**src/rtl/alu_issue.sv**
```systemverilog
// alu_issue: request-side sequencer for the combinational ALU.
//
// Accepts one operation at a time over a valid/ready request channel. It
// registers the operands, drives them to the ALU and captures the ALU result.
// It then returns the result over a valid/ready response channel.
// Divide-by-zero on div/mod is resolved here without the ALU and is flagged
// on rsp_dbz. Division by zero returns all-ones. Modulo by zero returns lhs.
//
// Build option: when the macro ALU_ITERDIV_EN is defined, a non-zero div/mod
// is computed by an internal W-cycle restoring divider instead of the ALU.
// When the macro is undefined, no divider logic is built.
//
// Handshake semantics (both channels): a transfer happens on a rising clk
// edge where valid && ready are both high. A valid source holds its payload
// stable until that edge. ready may be asserted independently of valid.
//
// Ports:
//   clk, rst_n                    clock, asynchronous active-low reset
//   req_valid/req_ready           request handshake
//   req_op/req_lhs/req_rhs        opcode and unsigned operands
//   alu_op/alu_lhs/alu_rhs        registered operands to the ALU
//   alu_result                    combinational result from the ALU
//   rsp_valid/rsp_ready           response handshake
//   rsp_result/rsp_dbz            result and divide-by-zero flag
//   dbg_state                     current FSM state (IDLE=0 EXEC=1 DIV=2 RESP=3)
module alu_issue #(
  parameter int CELL_SIZE = 16
) (
  input  logic                 clk,
  input  logic                 rst_n,
  input  logic                 req_valid,
  output logic                 req_ready,
  input  logic [2:0]           req_op,
  input  logic [CELL_SIZE-1:0] req_lhs,
  input  logic [CELL_SIZE-1:0] req_rhs,
  output logic [2:0]           alu_op,
  output logic [CELL_SIZE-1:0] alu_lhs,
  output logic [CELL_SIZE-1:0] alu_rhs,
  input  logic [CELL_SIZE-1:0] alu_result,
  output logic                 rsp_valid,
  input  logic                 rsp_ready,
  output logic [CELL_SIZE-1:0] rsp_result,
  output logic                 rsp_dbz,
  output logic [1:0]           dbg_state
);

  localparam int W = CELL_SIZE;

  localparam logic [2:0] OP_DIV = 3'b011;
  localparam logic [2:0] OP_MOD = 3'b100;

  typedef enum logic [1:0] {
    S_IDLE = 2'd0,
    S_EXEC = 2'd1,
    S_DIV  = 2'd2,
    S_RESP = 2'd3
  } state_t;

  state_t r_state;
  state_t w_next_state;

  logic [2:0]   r_op;
  logic [W-1:0] r_lhs;
  logic [W-1:0] r_rhs;
  logic [W-1:0] r_result;
  logic         r_dbz;

  logic w_accept;
  logic w_is_divmod;
  logic w_dbz;

  assign w_accept    = req_valid && (r_state == S_IDLE);
  assign w_is_divmod = (req_op == OP_DIV) || (req_op == OP_MOD);
  assign w_dbz       = w_is_divmod && (req_rhs == '0);

`ifdef ALU_ITERDIV_EN
  localparam int CW = $clog2(W + 1);

  logic [W:0]    r_rem;
  logic [W-1:0]  r_quo;
  logic [CW-1:0] r_cnt;

  // One restoring step: shift {rem, quo} left by one and subtract rhs when it fits.
  // The shifted value is widened by a bit so that the compare sees every bit of r_rem.
  logic [W+1:0] w_shift;
  logic [W:0]   w_diff;
  logic         w_ge;
  logic [W:0]   w_rem_next;
  logic [W-1:0] w_quo_next;
  logic         w_div_last;

  assign w_shift    = {r_rem, r_quo[W-1]};
  assign w_ge       = (w_shift >= {2'b00, r_rhs});
  assign w_diff     = w_shift[W:0] - {1'b0, r_rhs};
  assign w_rem_next = w_ge ? w_diff : w_shift[W:0];
  assign w_quo_next = {r_quo[W-2:0], w_ge};
  assign w_div_last = (r_cnt == CW'(W - 1));
`endif

  // FSM next-state logic.
  always_comb begin
    w_next_state = r_state;
    case (r_state)
      S_IDLE: begin
        if (w_accept) begin
          if (w_dbz) begin
            w_next_state = S_RESP;
`ifdef ALU_ITERDIV_EN
          end else if (w_is_divmod) begin
            w_next_state = S_DIV;
`endif
          end else begin
            w_next_state = S_EXEC;
          end
        end
      end
      S_EXEC: w_next_state = S_RESP;
      S_DIV: begin
`ifdef ALU_ITERDIV_EN
        if (w_div_last) begin
          w_next_state = S_RESP;
        end
`else
        w_next_state = S_IDLE;
`endif
      end
      S_RESP: begin
        if (rsp_ready) begin
          w_next_state = S_IDLE;
        end
      end
      default: w_next_state = S_IDLE;
    endcase
  end

  // FSM state register.
  always_ff @(posedge clk or negedge rst_n) begin
    if (!rst_n) begin
      r_state <= S_IDLE;
    end else begin
      r_state <= w_next_state;
    end
  end

  // Operand and response registers.
  always_ff @(posedge clk or negedge rst_n) begin
    if (!rst_n) begin
      r_op     <= '0;
      r_lhs    <= '0;
      r_rhs    <= '0;
      r_result <= '0;
      r_dbz    <= 1'b0;
    end else begin
      if (w_accept) begin
        r_op  <= req_op;
        r_lhs <= req_lhs;
        r_rhs <= req_rhs;
        if (w_dbz) begin
          r_result <= (req_op == OP_DIV) ? {W{1'b1}} : req_lhs;
          r_dbz    <= 1'b1;
        end
      end
      if (r_state == S_EXEC) begin
        r_result <= alu_result;
        r_dbz    <= 1'b0;
      end
`ifdef ALU_ITERDIV_EN
      if ((r_state == S_DIV) && w_div_last) begin
        r_result <= (r_op == OP_DIV) ? w_quo_next : w_rem_next[W-1:0];
        r_dbz    <= 1'b0;
      end
`endif
    end
  end

`ifdef ALU_ITERDIV_EN
  // Divider registers.
  always_ff @(posedge clk or negedge rst_n) begin
    if (!rst_n) begin
      r_rem <= '0;
      r_quo <= '0;
      r_cnt <= '0;
    end else if (w_accept && w_is_divmod && !w_dbz) begin
      r_rem <= '0;
      r_quo <= req_lhs;
      r_cnt <= '0;
    end else if (r_state == S_DIV) begin
      r_rem <= w_rem_next;
      r_quo <= w_quo_next;
      r_cnt <= r_cnt + CW'(1);
    end
  end
`endif

  assign req_ready  = (r_state == S_IDLE);
  assign rsp_valid  = (r_state == S_RESP);
  assign rsp_result = r_result;
  assign rsp_dbz    = r_dbz;
  assign alu_op     = r_op;
  assign alu_lhs    = r_lhs;
  assign alu_rhs    = r_rhs;
  assign dbg_state  = r_state;

endmodule

```
**config.mk**
```make
export PLATFORM = sky130hd
export DESIGN_NAME = alu_issue
export DESIGN_NICKNAME = d
export VERILOG_FILES = /design/src/rtl/alu_issue.sv
export SDC_FILE = /design/constraint.sdc
export NUM_CORES = 1
export LEC_CHECK = 0
export CAP_MARGIN = 20
export CORE_ASPECT_RATIO = 2
export CORE_MARGIN = 3
export CORE_UTILIZATION = 50
export DETAILED_ROUTE_END_ITERATION = 6
export DONT_BUFFER_PORTS = 1
export GPL_ROUTABILITY_DRIVEN = 0
export SLEW_MARGIN = 40
export SYNTH_ARGS = -nofsm -noshare
export SYNTH_HDL_FRONTEND = slang
export SYNTH_SLANG_ARGS = --single-unit
```
**constraint.sdc**
```tcl
create_clock -name clk -period 3 [get_ports clk]
set_clock_uncertainty 0.15 [all_clocks]
set_input_delay 0.15 -clock clk [delete_from_list [all_inputs] [get_ports clk]]
set_output_delay 0.15 -clock clk [all_outputs]
set_load 0.005 [all_outputs]
```
Word-level counts from Yosys, hierarchy flattened
Index checks and enable logic that the tools add are counted.
{"block": "op_classes", "n_eq_ne": 7, "n_reduce_logical": 9, "muxes": 11}
{"cell": "$mux W16", "count": 4}
{"cell": "$logic_not A16 Y1", "count": 1}
{"cell": "$pmux W2 S4", "count": 1}
{"cell": "$mux W2", "count": 3}
{"cell": "$eq A2 B2 Y1 const B", "count": 2}
{"cell": "$ne A2 B1 Y1 const B", "count": 2}
{"cell": "$reduce_and A2 Y1", "count": 2}
{"cell": "$reduce_bool A2 Y1", "count": 2}
{"cell": "$eq A3 B2 Y1 const B", "count": 1}
{"cell": "$eq A3 B3 Y1 const B", "count": 1}
{"cell": "$mux W1", "count": 3}
{"cell": "$eq A2 B1 Y1 const B", "count": 1}
{"cell": "$logic_and A1 B1 Y1", "count": 2}
{"cell": "$logic_not A2 Y1", "count": 1}
{"cell": "$logic_or A1 B1 Y1", "count": 1}
{"block": "word_totals", "output_inout_bits": 56, "in_bits": 55, "wordCells": 33, "regBits": 54}

Longest topological paths before layout
Gate-level depths: netlist of run 1.
{"block": "logic_depth", "word_depth": 6, "depth_mapped": 6}

Worst setup path after synthesis of run 1
No wires, ideal clock.
{"block": "synth_timing", "kind": "reg-to-reg", "startpoint": "reg r_state[0] (netlist: dbg_state[0])", "endpoint": "reg r_result[10] (netlist: rsp_result[10])", "synth_period_minus_slack_ps": 1748, "path_slack_ps": 1252, "required_ps": 2729, "arrival_time_ps": 1477, "path_stages_with_launch": 7, "setup_time_ps": 121, "cell_sequence": "dfrtp_1 -> nor3b_2 -> buf_2 -> o21ai_4 -> o21a_4 -> buf_6 -> a22o_1"}
{"block": "synth_between", "elab_chain_len": 4}
{"item": "from (decl)", "line_no": "59", "text": "state_t r_state;"}
{"item": "from (signal assigned)", "line_no": "141", "text": "r_state <= w_next_state;"}
{"item": "$logic_not A2 Y1", "line_no": "72", "text": "assign w_accept = req_valid && (r_state == S_IDLE);"}
{"item": "$logic_and A1 B1 Y1", "line_no": "72"}
{"item": "$reduce_bool A2 Y1 (no source line)"}
{"item": "$reduce_and A2 Y1 (no source line)"}
{"item": "to (signal assigned)", "line_no": "159", "text": "r_result <= (req_op == OP_DIV) ? {W{1'b1}} : req_lhs;"}
{"item": "to (signal assigned)", "line_no": "164", "text": "r_result <= alu_result;"}
{"item": "to (decl)", "line_no": "65", "text": "logic [W-1:0] r_result;"}
Parallel ways exist; a longest one is shown, timed or not.
A chain may end at the register's enable or synchronous reset.

Final worst setup path of run 1
{"block": "layout_timing", "startpoint": "reg r_state[0] (netlist: dbg_state[0])", "endpoint": "reg r_rhs[14] (netlist: alu_rhs[14])"}
{"block": "layout_between", "elab_chain_len": 2}
{"item": "$logic_not A2 Y1", "line_no": "72"}
{"item": "$logic_and A1 B1 Y1", "line_no": "72"}
{"item": "to (signal assigned)", "line_no": "157", "text": "r_rhs <= req_rhs;"}
{"item": "to (decl)", "line_no": "64", "text": "logic [W-1:0] r_rhs;"}
Every way passes these cells.

==> impl_metrics.env, run 1 <==
export IMPL_status="finished clean"
export IMPL_cts_sinks=54
export IMPL_cts_root_buf="clkbuf_8"
export IMPL_synth_edff_count=0
export IMPL_required_ns=3.04
export IMPL_worst_pin_slew_ns=0.619
export IMPL_synthesis_area_um2=2410
export IMPL_clkPwrFrac_pct=15.7
export IMPL_die_w_um=55.1
export IMPL_synth_top_area_share_pct=56.0
export IMPL_fin_nets=294
export IMPL_post_synth_cell_area_avg_um2=12.9
export IMPL_initial_utilization_pct=52.0
export IMPL_hold_viol=0
export IMPL_cts_clk_slew_worst_paths_ns=0.10
export IMPL_die_y_um=104
export IMPL_dpl_cell_area_um2=2440
export IMPL_grt_pass1_wl_um=9360
export IMPL_route_detailed_drc=0
export IMPL_hold_start="req_rhs[14]"
export IMPL_cts_buffers=5
export IMPL_clock_latency_ns=0.30
export IMPL_syn_inst=187
export IMPL_regArea_um2=1350
export IMPL_maxCapViolations=0
export IMPL_multi_input_area_um2=1010
export IMPL_yosysMostFrequentCell="dfrtp_1"
export IMPL_crit_path_max_fanout=35
export IMPL_drt_initial_drc_count=37
export IMPL_routed_wl_um=6120
export IMPL_pin_count=111
export IMPL_coreArea_um2=4640
export IMPL_endpoint_kind="register"
export IMPL_dpl_hpwl_um=4010
export IMPL_antenna_found_initial=0
export IMPL_combPwrFrac_pct=31.6
export IMPL_via_count=1723
export IMPL_synth_flop_cell="dfrtp_1"
export IMPL_r2r_start="dbg_state[0]$_DFFE_PN0P_"
export IMPL_ant_nets=0
export IMPL_syn_nets=242
export IMPL_critPathLaunch="dbg_state[0]$_DFFE_PN0P_"
export IMPL_clock_path_buffers=2
export IMPL_yosysSeqAreaShare_pct=56.0
export IMPL_finalCritPeriodShare_pct=62.9
export IMPL_routed_via_density=5.84
export IMPL_power_w=0.00265
export IMPL_design_area_um2=3110
export IMPL_final_cell_count_no_fill=295
export IMPL_fin_crit_ns=1.89
export IMPL_cp_start_kind="register"
export IMPL_internal_power_w=0.00170
export IMPL_crit_arrival_ns=1.92
export IMPL_drive_gt1_share_pct=10.4
export IMPL_worstSetupPathType="register to register"
export IMPL_synth_top_area_cell="dfrtp_1"
export IMPL_syn_to_final_growth_pct=28.8
export IMPL_grt_ovfl_total=0
export IMPL_grt_use_total_pct=22.4
export IMPL_cts_resized=0
export IMPL_routedWlPerCell_um=20.7
export IMPL_finalSetupViolCount=0
export IMPL_row_count=35
export IMPL_synth_common_cells="dfrtp_1, mux2_1, nand2_1, a22o_1, or3_1"
export IMPL_ys_top_cells_by_area="dfrtp_1, mux2_1, a22o_1"
export IMPL_cellPowerDensity_nw_per_um2=851
export IMPL_drtPass1Iterations=4
export IMPL_p_seq_share_pct=52.7
export IMPL_async_flop_share_pct=100
export IMPL_rsz0062_at_grt="no"
export IMPL_postCtsSetupBuffers=0
export IMPL_htree_levels=2
export IMPL_grt_max_degree=55
export IMPL_dieArea_um2=5750
export IMPL_ys_types=24
export IMPL_ys_warn_count=0
export IMPL_cts_tree="built"
export IMPL_antenna_cells=0
export IMPL_max_slew_margin_rel_pct=58.7
export IMPL_power_leakage_nw=1.30
export IMPL_port_buffers=0
export IMPL_tns_ns=0
export IMPL_rrSetupSlack_ns=1.11
export IMPL_hold_path_class="primary input to register"
export IMPL_maxSlewViolCount=0
export IMPL_peakVddDrop_v=0.000597
export IMPL_fillers=344
export IMPL_grt_pass1_vias=1879
export IMPL_p_sw_w=0.000945
export IMPL_fmax_ghz=0.530
export IMPL_p_sw_share_pct=35.7
export IMPL_synth_seq_cells=54
export IMPL_dp_cells=232
## final timing paths
path	to	cells past startpoint
setup / recovery	alu_rhs[14]$_DFFE_PN0P_	3
hold / removal	rsp_dbz$_DFFE_PN0P_	3
setup reg to reg	alu_rhs[14]$_DFFE_PN0P_	3
hold reg to reg	alu_lhs[8]$_DFFE_PN0P_	1
max in group asynchronous	alu_rhs[5]$_DFFE_PN0P_	2
min in group asynchronous	rsp_result[8]$_DFFE_PN0P_	2
## critical path, stage by stage, from the launching register on
cell and delay, ns:
dfrtp_1 0.49, nor3b_4 0.28, buf_4 0.45, mux2_2 0.39
## per-layer routing
| layer | vias to the layer above | share of wire (%) | track usage [%] | wire (µm) |
|---|---|---|---|---|
| li1 | 772 | - | - | - |
| met1 | 852 | 35 | 24.7 | 2150 |
| met2 | 89 | 56 | 38.4 | 3400 |
| met3 | 10 | 7.3 | 6.17 | 445 |
| met4 | 0 | 2.0 | 8.35 | 124 |
| met5 | - | 0 | 0 | 0 |
## through the flow
step                      setup slack (ns)  hold slack, ns  utilization [%]
after detailed placement              1.05          -0.294             52.7
final                                 1.11          0.0466             67.0
after global routing                  1.01          0.0377             67.0
after floorplan                       1.25          -0.296                -
after CTS                             1.10          0.0304             67.0
after global placement                1.12          -0.294             52.7
## what timing repair did
| item | in CTS | in global routing |
|---|---|---|
| endpoints found under the hold margin | 107 | 0 |
| hold buffers | 55 | 0 |
| endpoints found under the setup margin | 0 | 0 |
## power by group through the flow
stage,Clock (W),Sequential (W),Combinational [W]
3_5_place_dp,0,0.00141,0.000743
4_1_cts,0.000430,0.00140,0.000833
5_1_grt,0.000463,0.00145,0.000926
6_report,0.000415,0.00139,0.000837
2_1_floorplan,0,0.00130,0.000640
3_3_place_gp,0,0.00140,0.000706
## registers in the layout (all words and copies together), names as in the netlist
name and cells:
dbg_state 2, alu_op 3, rsp_result 16, alu_rhs 16, rsp_dbz 1, alu_lhs 16
## placed cells by master, fill, tap and decap left out, types with 2 or more instances in the layout
master / count
clkinv_4: 3
mux2_2: 5
mux2_1: 30
a22o_1: 16
o21ai_1: 10
dlygate4sd3_1: 54
nand2_1: 18
and2_1: 2
o21ai_0: 7
or3_1: 16
dfrtp_1: 54
a21oi_1: 2
buf_4: 2
nor2_1: 2
nor4_4: 4
clkbuf_8: 5
## kinds of logic after synthesis
kind of cell | Yosys count | share of synthesized area, %
buf+inv | 13 | 2.70
simple gates | 47 | 13.6
compound gates | 38 | 11.4
mux | 35 | 16.3
flops | 54 | 56.0
## layout make-up
cell class | instances | area share, %
inverters | 1 | 0.121
clock buffers | 5 | 2.21
clock inverters | 3 | 0.845
well taps | 55 | 2.21
multi-input cells | 120 | 32.4
repair buffers | 57 | 18.8
flip-flops and latches | 54 | 43.5
No activity file was read; power rests on OpenSTA's default activity.
==> run 2, diff against run 1 <==
--- a/config.mk
+++ b/config.mk
@@ -12,6 +12,7 @@
 export DETAILED_ROUTE_END_ITERATION = 6
 export DONT_BUFFER_PORTS = 1
 export GPL_ROUTABILITY_DRIVEN = 0
+export PLACE_DENSITY = 0.68
 export SLEW_MARGIN = 40
 export SYNTH_ARGS = -nofsm -noshare
 export SYNTH_HDL_FRONTEND = slang
==> constraint.sdc (replaced) <==
create_clock -name clk -period 1.58 [get_ports clk]
set_clock_uncertainty 0.15 [all_clocks]
set_input_delay 0.079 -clock clk [delete_from_list [all_inputs] [get_ports clk]]
set_output_delay 0.079 -clock clk [all_outputs]
set_load 0.005 [all_outputs]
==> impl_metrics.env, run 2 (synthesized netlist as in run 1, its figures left out) <==
export IMPL_die_y_um=104
export IMPL_finalCritPeriodShare_pct=103
export IMPL_grt_max_degree=55
export IMPL_via_count=1824
export IMPL_maxSlewViolCount=0
export IMPL_peakVddDrop_v=0.00121
export IMPL_worst_pin_slew_ns=0.288
export IMPL_required_ns=1.63
export IMPL_worstSetupPathType="register to register"
export IMPL_cp_start_kind="register"
export IMPL_routed_wl_um=6780
export IMPL_p_sw_share_pct=34.2
export IMPL_routedWlPerCell_um=22.1
export IMPL_tns_ns=-0.386
export IMPL_route_detailed_drc=0
export IMPL_fmax_ghz=0.614
export IMPL_drtPass1Iterations=4
export IMPL_cts_clk_slew_worst_paths_ns=0.09
export IMPL_dieArea_um2=5750
export IMPL_cts_sinks=54
export IMPL_grt_use_total_pct=24.5
export IMPL_fillers=343
export IMPL_internal_power_w=0.00363
export IMPL_die_w_um=55.1
export IMPL_drive_gt1_share_pct=18.7
export IMPL_combPwrFrac_pct=38.0
export IMPL_mostFrequentLayoutCells="dfrtp_1, dlygate4sd3_1, mux2_1, nand2_1, a22o_1"
export IMPL_fin_crit_ns=1.63
export IMPL_post_route_util_pct=71.3
export IMPL_max_slew_margin_rel_pct=80.7
export IMPL_routed_via_density=5.94
export IMPL_min_path_cells=4
export IMPL_cts_root_buf="clkbuf_8"
export IMPL_antenna_found_initial=0
export IMPL_setup_slack_ns=-0.0480
export IMPL_clock_path_buffers=2
export IMPL_pin_count=111
export IMPL_power_leakage_nw=1.41
export IMPL_drt_initial_drc_count=29
export IMPL_htree_levels=2
export IMPL_antenna_cells=0
export IMPL_cellPowerDensity_nw_per_um2=1660
export IMPL_maxCapViolations=0
export IMPL_rsz0062_at_grt="yes"
export IMPL_grt_ovfl_total=0
export IMPL_clkPwrFrac_pct=14.2
export IMPL_dpl_hpwl_um=4160
export IMPL_port_buffers=0
export IMPL_clock_latency_ns=0.30
export IMPL_hold_viol=0
export IMPL_grt_pass1_vias=2005
export IMPL_row_count=35
export IMPL_fin_nets=306
export IMPL_ant_nets=0
export IMPL_p_seq_share_pct=47.8
export IMPL_hold_path_class="primary input to register"
export IMPL_initial_utilization_pct=52.0
export IMPL_crit_path_max_fanout=8
export IMPL_syn_to_final_growth_pct=37.2
export IMPL_cts_buffers=5
export IMPL_ff2ff_path_depth=5
export IMPL_grt_pass1_wl_um=10300
export IMPL_violations="setup timing"
export IMPL_coreArea_um2=4640
export IMPL_crit_arrival_ns=1.68
export IMPL_finalSetupViolCount=20
export IMPL_endpoint_kind="register"
export IMPL_power_w=0.00551
export IMPL_p_sw_w=0.00189
export IMPL_dp_slack_ns=-0.0788
export IMPL_status="finished, violations left"
export IMPL_cts_tree="built"
==> run 2: changes by cell type in the layout (fill, tap and decap cells not counted), sizes merged <==
cell	change
buf	+11
clkbuf	+2
clkinv	-2
o21a	+1
==> run 2: power by group through the flow <==
stage,Combinational [W],Clock [W],Sequential [W]
after floorplan,0.00122,0,0.00247
after global placement,0.00149,0,0.00261
after detailed placement,0.00158,0,0.00264
after CTS,0.00187,0.000803,0.00262
after global routing,0.00226,0.000851,0.00272
final,0.00209,0.000783,0.00264
==> run 2: layer usage <==
| layer | vias to the layer above | global-route usage, % | part of all wire, % |
|---|---|---|---|
| li1 | 805 | - | - |
| met1 | 912 | 25.6 | 35 |
| met2 | 92 | 42.8 | 55 |
| met3 | 15 | 6.89 | 7.6 |
| met4 | 0 | 10.3 | 2.8 |
| met5 | - | 0 | 0 |
==> run 2: layout make-up <==
cell class	instances	area (µm²)	share of cell area (%)
clock buffer	7	86.3	2.61
clock inverter	1	5.00	0.151
inverter	1	3.75	0.113
multi-input combinational	121	1080	32.6
sequential	54	1350	40.8
tap	55	68.8	2.08
timing repair buffer	68	718	21.7
==> run 2: final timing paths <==
check / startpoint / to / slack [ns]
setup / recovery: dbg_state[1]$_DFFE_PN0P_ / rsp_result[0]$_DFFE_PN0P_ / -0.05
hold / removal: req_rhs[14] / rsp_result[14]$_DFFE_PN0P_ / 0.09
setup reg to reg: dbg_state[1]$_DFFE_PN0P_ / rsp_result[0]$_DFFE_PN0P_ / -0.05
hold reg to reg: alu_rhs[0]$_DFFE_PN0P_ / alu_rhs[0]$_DFFE_PN0P_ / 0.38
max in group asynchronous: rst_n / alu_lhs[1]$_DFFE_PN0P_ / 0.91
min in group asynchronous: rst_n / rsp_result[11]$_DFFE_PN0P_ / 0.13
==> run 2: repair_timing <==
| action | 4_1_cts | 5_1_grt |
|---|---|---|
| hold endpoints to repair | 107 | 0 |
| setup endpoints to repair | 51 | 51 |
| setup buffers | 1 | 2 |
| resized for setup | 4 | 21 |
| hold buffers | 55 | 0 |
| pin swaps | 8 | 4 |
| gates cloned | 2 | 0 |
==> run 2: metrics by stage <==
step           instances  instance area [µm²]  hold slack (ns)
3_3_place_gp         239                 2520           -0.365
5_1_grt              307                 3310            0.106
2_1_floorplan        187                 2420           -0.367
4_1_cts              305                 3240           0.0797
3_5_place_dp         239                 2520           -0.365
6_report             307                 3310           0.0881
==> run 2: critical path, cell delays in order, from the launching register on <==
cell and delay, ns:
dfrtp_1 0.43, nor3b_4 0.23, buf_6 0.14, o21ai_4 0.07, o21a_4 0.25, a22o_1 0.24
==> run 3, diff against run 2 <==
--- a/config.mk
+++ b/config.mk
@@ -12,7 +12,6 @@
 export DETAILED_ROUTE_END_ITERATION = 6
 export DONT_BUFFER_PORTS = 1
 export GPL_ROUTABILITY_DRIVEN = 0
-export PLACE_DENSITY = 0.68
 export SLEW_MARGIN = 40
 export SYNTH_ARGS = -nofsm -noshare
 export SYNTH_HDL_FRONTEND = slang
==> constraint.sdc (replaced) <==
create_clock -name clk -period 1.8 [get_ports clk]
set_clock_uncertainty 0.15 [all_clocks]
set_input_delay 0.09 -clock clk [delete_from_list [all_inputs] [get_ports clk]]
set_output_delay 0.09 -clock clk [all_outputs]
set_load 0.005 [all_outputs]
==> impl_metrics.env, run 3 (synthesized netlist as in run 1, its figures left out) <==
export IMPL_die_y_um=104
export IMPL_cts_buffers=5
export IMPL_routed_via_density=5.74
export IMPL_hold_path_class="primary input to register"
export IMPL_crit_end="alu_rhs[14]$_DFFE_PN0P_"
export IMPL_clock_latency_ns=0.29
export IMPL_wl_met2_um=3330
export IMPL_finalCritPeriodShare_pct=94.3
export IMPL_worstSetupPathType="register to register"
export IMPL_power_leakage_nw=1.32
export IMPL_cts_clk_slew_worst_paths_ns=0.09
export IMPL_dieArea_um2=5750
export IMPL_fmax_ghz=0.589
export IMPL_routedWlPerCell_um=19.5
export IMPL_critPathLaunch="dbg_state[1]$_DFFE_PN0P_"
export IMPL_dpl_cell_area_um2=2510
export IMPL_maxCapViolations=0
export IMPL_fin_nets=299
export IMPL_die_w_um=55.1
export IMPL_antenna_cells=0
export IMPL_initial_utilization_pct=52.0
export IMPL_mostFrequentLayoutCells="dfrtp_1, dlygate4sd3_1, mux2_1, nand2_1"
export IMPL_cts_root_buf="clkbuf_8"
export IMPL_drtPass1Iterations=4
export IMPL_route_detailed_drc=0
export IMPL_max_slew_margin_rel_pct=66.3
export IMPL_rsz0062_at_grt="no"
export IMPL_maxSlewViolCount=0
export IMPL_clock_path_buffers=2
export IMPL_required_ns=1.83
export IMPL_coreArea_um2=4640
export IMPL_grt_max_degree=55
export IMPL_reg2reg_to="alu_rhs[14]$_DFFE_PN0P_"
export IMPL_postCtsSetupBuffers=0
export IMPL_via_count=1716
export IMPL_hold_viol=0
export IMPL_endpoint_kind="register"
export IMPL_r2r_start="dbg_state[1]$_DFFE_PN0P_"
export IMPL_dpl_hpwl_um=4050
export IMPL_worst_pin_slew_ns=0.505
export IMPL_syn_to_final_growth_pct=30.6
export IMPL_finalSetupViolCount=0
export IMPL_port_buffers=0
export IMPL_crit_arrival_ns=1.72
export IMPL_htree_levels=2
export IMPL_routed_wl_um=5840
export IMPL_grt_pass1_wl_um=9410
export IMPL_ff2ff_path_depth=3
export IMPL_wl_met3_um=454
export IMPL_routedLengthMet1_um=2000
export IMPL_pin_count=111
export IMPL_cellPowerDensity_nw_per_um2=1390
export IMPL_drive_gt1_share_pct=11.1
export IMPL_status="finished clean"
export IMPL_rrSetupSlack_ns=0.10
export IMPL_peakVddDrop_v=0.000955
export IMPL_cts_tree="built"
export IMPL_drt_initial_drc_count=29
export IMPL_tns_ns=0
export IMPL_grt_pass1_vias=2030
export IMPL_row_count=35
export IMPL_antenna_found_initial=0
export IMPL_grt_ovfl_total=0
export IMPL_crit_path_max_fanout=35
export IMPL_fillers=366
export IMPL_cts_sinks=54
export IMPL_cp_start_kind="register"
export IMPL_design_area_um2=3150
export IMPL_top_layer="met4"
export IMPL_ant_nets=0
export IMPL_fin_crit_ns=1.70
export IMPL_grt_use_total_pct=22.1
run 3: changes by cell type in the layout (fill, tap and decap cells not counted), sizes merged:
cell    previous run  this run
o21a               2         1
buf               14         8
clkinv             1         0
run 3: worst max-delay path, cell delays in order (launching register included):
cell and delay, ns:
dfrtp_1 0.47, nor3b_4 0.32, buf_12 0.26, mux2_2 0.37
run 3: per-stage QoR:
| step | hold WS, ns | utilization [%] | setup slack, ns | std cells | total power [W] |
|---|---|---|---|---|---|
| floorplan | -0.356 | - | 0.0516 | 187 | 0.00323 |
| global placement | -0.355 | 54.0 | 0.167 | 237 | 0.00360 |
| detailed placement | -0.354 | 54.0 | 0.118 | 237 | 0.00369 |
| CTS | 0.0328 | 67.9 | 0.0978 | 299 | 0.00445 |
| global route | 0.0424 | 67.9 | 0.0495 | 299 | 0.00470 |
| finish | 0.0462 | 67.9 | 0.103 | 299 | 0.00438 |
run 3: worst min path at each step:
stage	endpoint	depth (start not counted)	startpoint	slack, ns
floorplan	alu_lhs[0]$_DFFE_PN0P_	0	rst_n	-0.36
global placement	alu_lhs[11]$_DFFE_PN0P_	0	rst_n	-0.35
detailed placement	rsp_result[11]$_DFFE_PN0P_	0	rst_n	-0.35
CTS	dbg_state[1]$_DFFE_PN0P_	4	req_op[1]	0.03
global route	dbg_state[1]$_DFFE_PN0P_	4	req_op[1]	0.04
finish	dbg_state[1]$_DFFE_PN0P_	4	req_op[1]	0.05
run 3: cell type report:
| type | count | area, µm² | area share (%) |
|---|---|---|---|
| repair buffers | 62 | 646 | 20.5 |
| flip-flops and latches | 54 | 1350 | 42.9 |
| clock buffers | 7 | 76.3 | 2.42 |
| multi-input cells | 120 | 1010 | 31.9 |
| well taps | 55 | 68.8 | 2.18 |
| inverters | 1 | 3.75 | 0.119 |
run 3: what timing repair did:
| item | in CTS | in global routing |
|---|---|---|
| endpoints found under the hold margin | 107 | 0 |
| hold buffers | 55 | 0 |
| resized for setup | 0 | 0 |
run 3: routing by layer:
metal  vias up  global-route usage [%]
met5         -                       0
met4         0                    6.61
met3         4                    6.46
met2        74                    40.8
met1       854                    21.7
li1        784                       -
run 3: report_power, final:
group | leakage, nW | total [W] | switching [W] | internal (W)
Clock | 0.0383 | 0.000616 | 0.000347 | 0.000269
Sequential | 0.652 | 0.00229 | 0.000485 | 0.00181
Combinational | 0.627 | 0.00147 | 0.000655 | 0.000816
